File: config.mk
export PLATFORM = sky130hd
export DESIGN_NAME = alu_exec_unit
export DESIGN_NICKNAME = d
export VERILOG_FILES = /design/src/rtl/alu_exec_unit.sv
export SDC_FILE = /design/constraint.sdc
export NUM_CORES = 1
export LEC_CHECK = 0
export ABC_AREA = 1
export BUFFER_PORTS_ARGS = -buffer_cell sky130_fd_sc_hd__buf_2
export CAP_MARGIN = 10
export CELL_PAD_IN_SITES_DETAIL_PLACEMENT = 1
export CELL_PAD_IN_SITES_GLOBAL_PLACEMENT = 2
export CORE_MARGIN = 2
export CORE_UTILIZATION = 32
export CTS_CLUSTER_SIZE = 8
export DETAILED_ROUTE_END_ITERATION = 12
export HOLD_SLACK_MARGIN = 0.15
export PLACE_DENSITY_LB_ADDON = 0.1
export SYNTH_ARGS = -nofsm -noshare
export SYNTH_HDL_FRONTEND = slang
export SYNTH_SLANG_ARGS = --single-unit
File: constraint.sdc
create_clock -name clk -period 2.38 [get_ports clk]
set_input_delay 0.238 -clock clk [delete_from_list [all_inputs] [get_ports clk]]
set_output_delay 0.238 -clock clk [all_outputs]
set_load 0.02 [all_outputs]
File: src/rtl/alu_exec_unit.sv
// -----------------------------------------------------------------------------
// alu_exec_unit
//
// EX-stage datapath that sits behind the ALU-control decoder. Logic, add/sub
// and compare operations complete in one cycle. Shifts use an iterative
// shifter that moves at most SHIFT_STEP bits per cycle. Valid/ready handshakes
// on both sides let the hazard unit stall the pipeline while a shift is running.
//
// Ports
//   clk        rising-edge clock
//   rst_n      asynchronous active-low reset
//   in_valid   operation offered
//   in_ready   unit can accept an operation (IDLE, or HOLD with out_ready)
//   alu_ctl    4-bit ALU control code
//   op_a       rs1 value
//   op_b       rs2 value or immediate (shift amount is op_b[4:0])
//   out_valid  registered result available
//   out_ready  downstream accepts the result
//   result     operation result
//   zero       result == 0 (meaningful only while out_valid is high)
//   busy       iterative shift in progress
// -----------------------------------------------------------------------------
module alu_exec_unit #(
    parameter int XLEN       = 32,
    parameter int SHIFT_STEP = 8
) (
    input  logic            clk,
    input  logic            rst_n,
    input  logic            in_valid,
    output logic            in_ready,
    input  logic [3:0]      alu_ctl,
    input  logic [XLEN-1:0] op_a,
    input  logic [XLEN-1:0] op_b,
    output logic            out_valid,
    input  logic            out_ready,
    output logic [XLEN-1:0] result,
    output logic            zero,
    output logic            busy
);

    localparam logic [1:0] ST_IDLE  = 2'd0;
    localparam logic [1:0] ST_SHIFT = 2'd1;
    localparam logic [1:0] ST_HOLD  = 2'd2;

    localparam logic [1:0] SH_LEFT  = 2'd0;
    localparam logic [1:0] SH_RLOG  = 2'd1;
    localparam logic [1:0] SH_RARI  = 2'd2;

    localparam logic [5:0] STEP = 6'(SHIFT_STEP);

    logic [1:0]      state_reg,     state_next;
    logic [XLEN-1:0] result_reg,    result_next;
    logic            zero_reg,      zero_next;
    logic [XLEN-1:0] work_reg,      work_next;
    logic [4:0]      remaining_reg, remaining_next;
    logic [1:0]      kind_reg,      kind_next;

    logic            accept;
    logic            dec_is_shift;
    logic [1:0]      dec_kind;
    logic [XLEN-1:0] dec_value;
    logic [4:0]      shamt;
    logic [4:0]      step_k;
    logic [XLEN-1:0] shifted;

    assign in_ready  = (state_reg == ST_IDLE) || ((state_reg == ST_HOLD) && out_ready);
    assign accept    = in_valid && in_ready;
    assign out_valid = (state_reg == ST_HOLD);
    assign busy      = (state_reg == ST_SHIFT);
    assign result    = result_reg;
    assign zero      = zero_reg;
    assign shamt     = op_b[4:0];

    // Operation decode. For shift codes dec_value is op_a, which is exactly
    // the answer when the shift amount is zero (no SHIFT state needed then).
    always_comb begin
        dec_is_shift = 1'b0;
        dec_kind     = SH_LEFT;
        dec_value    = '0;
        case (alu_ctl)
            4'b0000: dec_value = op_a & op_b;
            4'b0001: dec_value = op_a | op_b;
            4'b1011: dec_value = op_a ^ op_b;
            4'b0010: dec_value = op_a + op_b;
            4'b0110: dec_value = op_a - op_b;
            4'b1111: dec_value = {{(XLEN-1){1'b0}}, ($signed(op_a) < $signed(op_b))};
            4'b0111: dec_value = {{(XLEN-1){1'b0}}, (op_a < op_b)};
            4'b0011, 4'b1000: begin
                dec_is_shift = 1'b1;
                dec_kind     = SH_LEFT;
                dec_value    = op_a;
            end
            4'b0100, 4'b1001: begin
                dec_is_shift = 1'b1;
                dec_kind     = SH_RLOG;
                dec_value    = op_a;
            end
            4'b0101, 4'b1010: begin
                dec_is_shift = 1'b1;
                dec_kind     = SH_RARI;
                dec_value    = op_a;
            end
            default: dec_value = '0;   // undefined codes: result 0, zero 1
        endcase
    end

    // Bits moved this cycle: min(remaining, SHIFT_STEP).
    always_comb begin
        if ({1'b0, remaining_reg} > STEP) begin
            step_k = STEP[4:0];
        end else begin
            step_k = remaining_reg;
        end
    end

    // The working value starts as the captured op_a, so its MSB is the
    // captured sign bit for every SRA step.
    always_comb begin
        case (kind_reg)
            SH_LEFT: shifted = work_reg << step_k;
            SH_RLOG: shifted = work_reg >> step_k;
            default: shifted = $signed(work_reg) >>> step_k;
        endcase
    end

    always_comb begin
        state_next     = state_reg;
        result_next    = result_reg;
        zero_next      = zero_reg;
        work_next      = work_reg;
        remaining_next = remaining_reg;
        kind_next      = kind_reg;

        case (state_reg)
            ST_SHIFT: begin
                work_next      = shifted;
                remaining_next = remaining_reg - step_k;
                if (remaining_reg == step_k) begin
                    result_next = shifted;
                    zero_next   = (shifted == '0);
                    state_next  = ST_HOLD;
                end
            end
            ST_HOLD: begin
                if (out_ready) begin
                    state_next = ST_IDLE;
                end
            end
            default: ;
        endcase

        // A new accept (from IDLE, or handoff from HOLD) overrides the above.
        if (accept) begin
            if (dec_is_shift && (shamt != 5'd0)) begin
                state_next     = ST_SHIFT;
                work_next      = op_a;
                remaining_next = shamt;
                kind_next      = dec_kind;
            end else begin
                state_next  = ST_HOLD;
                result_next = dec_value;
                zero_next   = (dec_value == '0);
            end
        end
    end

    always_ff @(posedge clk or negedge rst_n) begin
        if (!rst_n) begin
            state_reg     <= ST_IDLE;
            result_reg    <= '0;
            zero_reg      <= 1'b0;
            work_reg      <= '0;
            remaining_reg <= '0;
            kind_reg      <= SH_LEFT;
        end else begin
            state_reg     <= state_next;
            result_reg    <= result_next;
            zero_reg      <= zero_next;
            work_reg      <= work_next;
            remaining_reg <= remaining_next;
            kind_reg      <= kind_next;
        end
    end

endmodule

# ---- Yosys cells after proc, flatten, opt, wreduce, memory -nomap -nowiden
# Index checks and enable logic that the tools add are counted.
dict set report op_classes {
  add_sub_neg 3
  magnitude_cmp 3
  n_eq_ne 18
  n_shift 3
  mux 24
  n_bitwise 3
  reduce_logical 16
}
# operator count
set op_table {}
lappend op_table {{$pmux W32 S8} 1}
lappend op_table {{$mux W32} 7}
lappend op_table {{$logic_not A32 Y1} 2}
lappend op_table {{$lt A32 B32 Y1} 2}
lappend op_table {{$pmux W32 S2} 1}
lappend op_table {{$add A32 B32 Y32} 1}
lappend op_table {{$and A32 B32 Y32} 1}
lappend op_table {{$or A32 B32 Y32} 1}
lappend op_table {{$shl A32 B5 Y32} 1}
lappend op_table {{$shr A32 B5 Y32} 1}
lappend op_table {{$sshr A32 B5 Y32} 1}
lappend op_table {{$sub A32 B32 Y32} 1}
lappend op_table {{$xor A32 B32 Y32} 1}
lappend op_table {{$eq A4 B4 Y1 const B} 5}
lappend op_table {{$mux W5} 4}
lappend op_table {{$eq A4 B3 Y1 const B} 4}
lappend op_table {{$eq A4 B2 Y1 const B} 2}
lappend op_table {{$mux W2} 4}
lappend op_table {{$pmux W2 S2} 2}
lappend op_table {{$ne A3 B1 Y1 const B} 2}
lappend op_table {{$reduce_or A6 Y1} 1}
lappend op_table {{$eq A5 B5 Y1} 1}
lappend op_table {{$gt A5 B4 Y1 const B} 1}
lappend op_table {{$mux W1} 5}
lappend op_table {{13 further kinds} 18}
dict set report word_totals {
  regBits 74
  input_bits 72
  out_inout_bits 36
  wordCells 76
}

# ---- Longest topological paths before layout
dict set report depth {
  depth_word 9
  depth_mapped 21
  ltp_nobuf 21
}

# ---- Worst setup path after synthesis
# OpenSTA, ideal clock, no wires.
dict set report synth_path {
  path_type {input port to flip-flop}
  from {input op_a[0]}
  to {register zero_reg (netlist: zero)}
  setup_time_ns 0.065
  arrival_ns 2.221
  required_ns 2.315
  path_slack_ns 0.094
  stages 20
  path_buffers 0
  path_cell_list {ha_1 -> inv_1 -> fa_1 -> inv_1 -> nand2_1 -> nand3_1 -> nand2_1 -> o21ai_0 -> nand2_1 -> nand2_1 -> nand2_1 -> nand3_1 -> nand2_1 -> nor2_1 -> nand3_1 -> nor2_1 -> nand3_1 -> nor2_1 -> nand3_1 -> nand2_1}
}
dict set report synth_via {
  elab_chain_len 5
  word_cells_on_any_way 11
  cone_classes {add/sub (2); order compare (2); mux (3); bitwise (3); reduce/logical (1)}
}
# item line_no
set synth_rtl {}
lappend synth_rtl {{start, declared} 32} ;# input logic [XLEN-1:0] op_a,
lappend synth_rtl {{$sub A32 B32 Y32, or another cell as far along} 85} ;# 4'b0110: dec_value = op_a - op_b;
lappend synth_rtl {{$pmux W32 S8 *} 80} ;# case (alu_ctl)
lappend synth_rtl {{$logic_not A32 Y1 *} 162} ;# zero_next = (dec_value == '0);
lappend synth_rtl {{$mux W1 *} 154} ;# if (dec_is_shift && (shamt != 5'd0)) begin
lappend synth_rtl {{$mux W1 *} 153} ;# if (accept) begin
lappend synth_rtl {{named net zero_next} 53} ;# logic zero_reg, zero_next;
lappend synth_rtl {{end signal, assigned} 178} ;# zero_reg <= zero_next;
lappend synth_rtl {{end, declared} 53}
# Mark *: on every way through the listed nets, which the timed path passes. The rest lies on a longest branch.
# A chain may end at the register's enable or synchronous reset.

# ---- Final worst setup path
dict set report layout_path {
  from {register remaining_reg[4]}
  to {register zero_reg (netlist: zero)}
}
dict set report layout_via {
  elab_chain_len 9
  word_cells_on_any_way 12
  cone_classes {order compare (1); eq/ne (1); shift (3); mux (6); reduce/logical (1)}
}
# item line_no
set layout_rtl {}
lappend layout_rtl {{start, declared} 55} ;# logic [4:0] remaining_reg, remaining_next;
lappend layout_rtl {{start signal, assigned} 180} ;# remaining_reg <= remaining_next;
lappend layout_rtl {{$gt A5 B4 Y1} 109} ;# if ({1'b0, remaining_reg} > STEP) begin
lappend layout_rtl {{$mux W5} 109}
lappend layout_rtl {{$sshr A32 B5 Y32, or another cell as far along} 122} ;# default: shifted = $signed(work_reg) >>> step_k;
lappend layout_rtl {{$pmux W32 S2} 119} ;# case (kind_reg)
lappend layout_rtl {{$logic_not A32 Y1} 140} ;# zero_next = (shifted == '0);
lappend layout_rtl {{$mux W1 *} 138} ;# if (remaining_reg == step_k) begin
lappend layout_rtl {{$mux W1 *} 134} ;# case (state_reg)
lappend layout_rtl {{$mux W1} 154}
lappend layout_rtl {{$mux W1 *} 153}
lappend layout_rtl {{named net zero_next} 53}
# Marked as above.

==> reports/metrics.cfg <==
[outcome]
status = finished with violations
violations = setup timing

[setup_path]
r2r-end = zero$_DFF_PN0_
crit_path_start_kind = flop
critPathKind = reg -> reg
cp.required_ns = 2.67
r2r_cells = 19
crit_arrival_ns = 2.96
reg2reg_from = remaining_reg[4]$_DFF_PN0_
crit_fanout = 7
end_kind = flop
rrSetupSlack_ns = -0.29

[power_and_ir_drop]
power.leakage_uw = 0.01106
total_power_uw = 7378
cellPowerDensity_mw_per_mm2 = 352.1
ir_drop_uv = 378.8

[timing]
worstMarginPinSlew_ns = 0.5742
fin_crit_ns = 2.668
whs_ns = 0.2588
clock_skew_ns = 0.01050
setup_ws_ns = -0.2883
slew_violations = 0
fin_crit_sh_pct = 112.1
max_freq_mhz = 374.8
rsz0062_at_grt = yes
maxSlewHeadroom_pct = 61.68
setup_viol = 23
hold_viol = 0

[placed_design]
hpwl_um = 65240
finalWeightedCongestion = 0.9809
port_buffers = 107
placedCellCount = 3544
dpl-instance-area_mm2 = 0.01902

[logic_synthesis]
ys_seq_area_share_pct = 14.21
synth_edf_count = 0
yosys_warnings = 0
synth_fp_nets = 2508
synth_flop_cell = dfrtp_1
ys_types = 47
synth_seq_cells = 74
syn_avg_cell_area_um2 = 5.591
async_flop_share_pct = 100.0
synthCells = 2330
synth_area_mm2 = 0.01303

[clock_network]
tritoncts = yes
clk_pin_slew_worst_paths_ns = 0.06
clockBufferDepth = 2
cts.sinks = 74
h-tree-depth = 3
cts_root_buf = clkbuf_16
clk_latency_ns = 0.36
cts_buffers = 9

[finish]
register_area_mm2 = 0.001852
stdcell_count = 3594
postLayoutCellArea_mm2 = 0.02096
fin_nets = 3242
area_delta_synth_final_pct = 60.85
drive_above_1_share_pct = 37.47
n_fill_cell = 5522
antenna_cells = 0
multiInputGateArea_mm2 = 0.01062

[worst_hold_path]
whs_path_depth = 4
hp-start = op_b[3]
hold_end = remaining_reg[3]$_DFF_PN0_
holdCritPathClass = in -> reg

[detailed_routing]
wl_um = 79100
wl_per_cell_um = 22.01
drt_iter0_markers = 1271
wl_met1_um = 32910
drc = 0
drt-vias-per-instance = 5.465
num_vias = 19640
wl_met3_um = 4056
highest_layer = met5
drtAntennaViolNets = 0
dr.pass1.iters = 5
wl_met2_um = 38570

[global_routing]
grt_max_degree = 47
grt_pass1_vias = 20720
gr-total-overflow = 0
antenna_found_initial = 1
grt_util_all_layers_pct = 36.58
grt_pass1_wl_um = 118300

[floorplan]
io-pin-count = 108
core_mm2 = 0.03991
rows = 73
die-area_mm2 = 0.04234
start_util_pct = 32.64
die_w_um = 205.8
die_h_um = 205.8

[flow_run]
cap_viol_max_count = 0

[repair_timing]
| item | in CTS | in global routing |
|---|---|---|
| setup buffers | 10 | 18 |
| hold buffers | 1 | 0 |
| gates cloned | 2 | 3 |
| endpoints found under the setup margin | 51 | 57 |
| pin swaps | 12 | 43 |
| resized for setup | 112 | 240 |
| endpoints found under the hold margin | 32 | 0 |
[placed cells by master, fill, tap and decap left out, drive strengths merged, types with 12 or more instances in the layout]
master,instances
nand3,461
nand2,543
o21ai,163
a21oi,139
o22ai,33
nor3,27
a211oi,12
clkbuf,15
nand4,30
nor2,254
dfrtp,74
buf,823
inv,309
ha,104
[where the power goes]
group / switching [uW] / leakage, uW / internal [uW] / total [uW]
Combinational: 2580 / 0.0100 / 1950 / 4530
Clock: 577 / 0.000145 / 868 / 1440
Sequential: 71.4 / 0.000864 / 1340 / 1410
Total: 3220 / 0.0111 / 4150 / 7380
[routing by layer]
layer	up-vias	track usage [%]
li1	9197	-
met1	9638	45.30
met2	622	64.25
met3	184	3.690
met4	2	15.71
met5	-	0
[kinds of logic after synthesis]
family	Yosys count	synth area share, %
AND/OR/NAND/NOR	1326	44.81
buffers and inverters	417	13.25
AO/OA/AOI/OAI	403	17.18
adder cells (fa/ha/maj)	106	10.30
flip-flops	74	14.21
XOR/XNOR	2	0.1345
other	1	0.02879
multiplexers	1	0.07684
[how the worst max path moves through the flow]
stage / from / endpoint / slack, ns
after CTS: remaining_reg[4]$_DFF_PN0_ / zero$_DFF_PN0_ / -0.27
after global routing: remaining_reg[4]$_DFF_PN0_ / zero$_DFF_PN0_ / -0.46
after global placement: op_b[0] / zero$_DFF_PN0_ / -0.69
after detailed placement: op_b[4] / zero$_DFF_PN0_ / -0.72
final: remaining_reg[4]$_DFF_PN0_ / zero$_DFF_PN0_ / -0.29
after floorplan: op_a[0] / zero$_DFF_PN0_ / 0.09
[critical path, stage by stage, from the launching register on]
cell and delay [ns]:
dfrtp_1 0.41, nor2_2 0.11, nand2_2 0.10, nand2_8 0.14
buf_12 0.15, buf_12 0.11, nand3_1 0.16, nand3_2 0.16
nand3_1 0.14, nand3_1 0.16, nand2_1 0.11, nor2_4 0.16
nand2_1 0.07, nor2_1 0.10, nand2_1 0.08, nor2_2 0.16
nand3_2 0.10, nand2_1 0.07, nand2_1 0.05, nand2_1 0.06
[per-stage QoR]
step	setup slack (ns)	utilization [%]	setup TNS, ns
2_1_floorplan	0.09397	-	0
3_3_place_gp	-0.6920	47.66	-9.874
3_5_place_dp	-0.7231	47.66	-15.00
4_1_cts	-0.2749	49.74	-0.6496
5_1_grt	-0.4605	52.50	-6.667
6_report	-0.2883	52.50	-1.549
[layout make-up]
type,instances,area share [%]
clock inverter,4,0.2388
sequential,74,8.837
multi-input combinational,1839,50.66
clock buffer,12,1.224
tap,525,3.135
inverter,313,5.666
timing repair buffer,827,30.24
[Yosys cell counts (27+ instances only)]
cell	n	area, um2
dfrtp_1	74	1852
nand4_1	30	187.7
o22ai_1	33	206.5
ha_1	104	1301
nand2_1	537	2016
o21ai_0	150	750.7
nand3_1	441	2207
inv_1	304	1141
nor3_1	27	135.1
nor2_1	248	930.9
buf_2	42	210.2
clkbuf_1	42	157.7
a21oi_1	139	695.7
(Power assumes the default switching activity.)
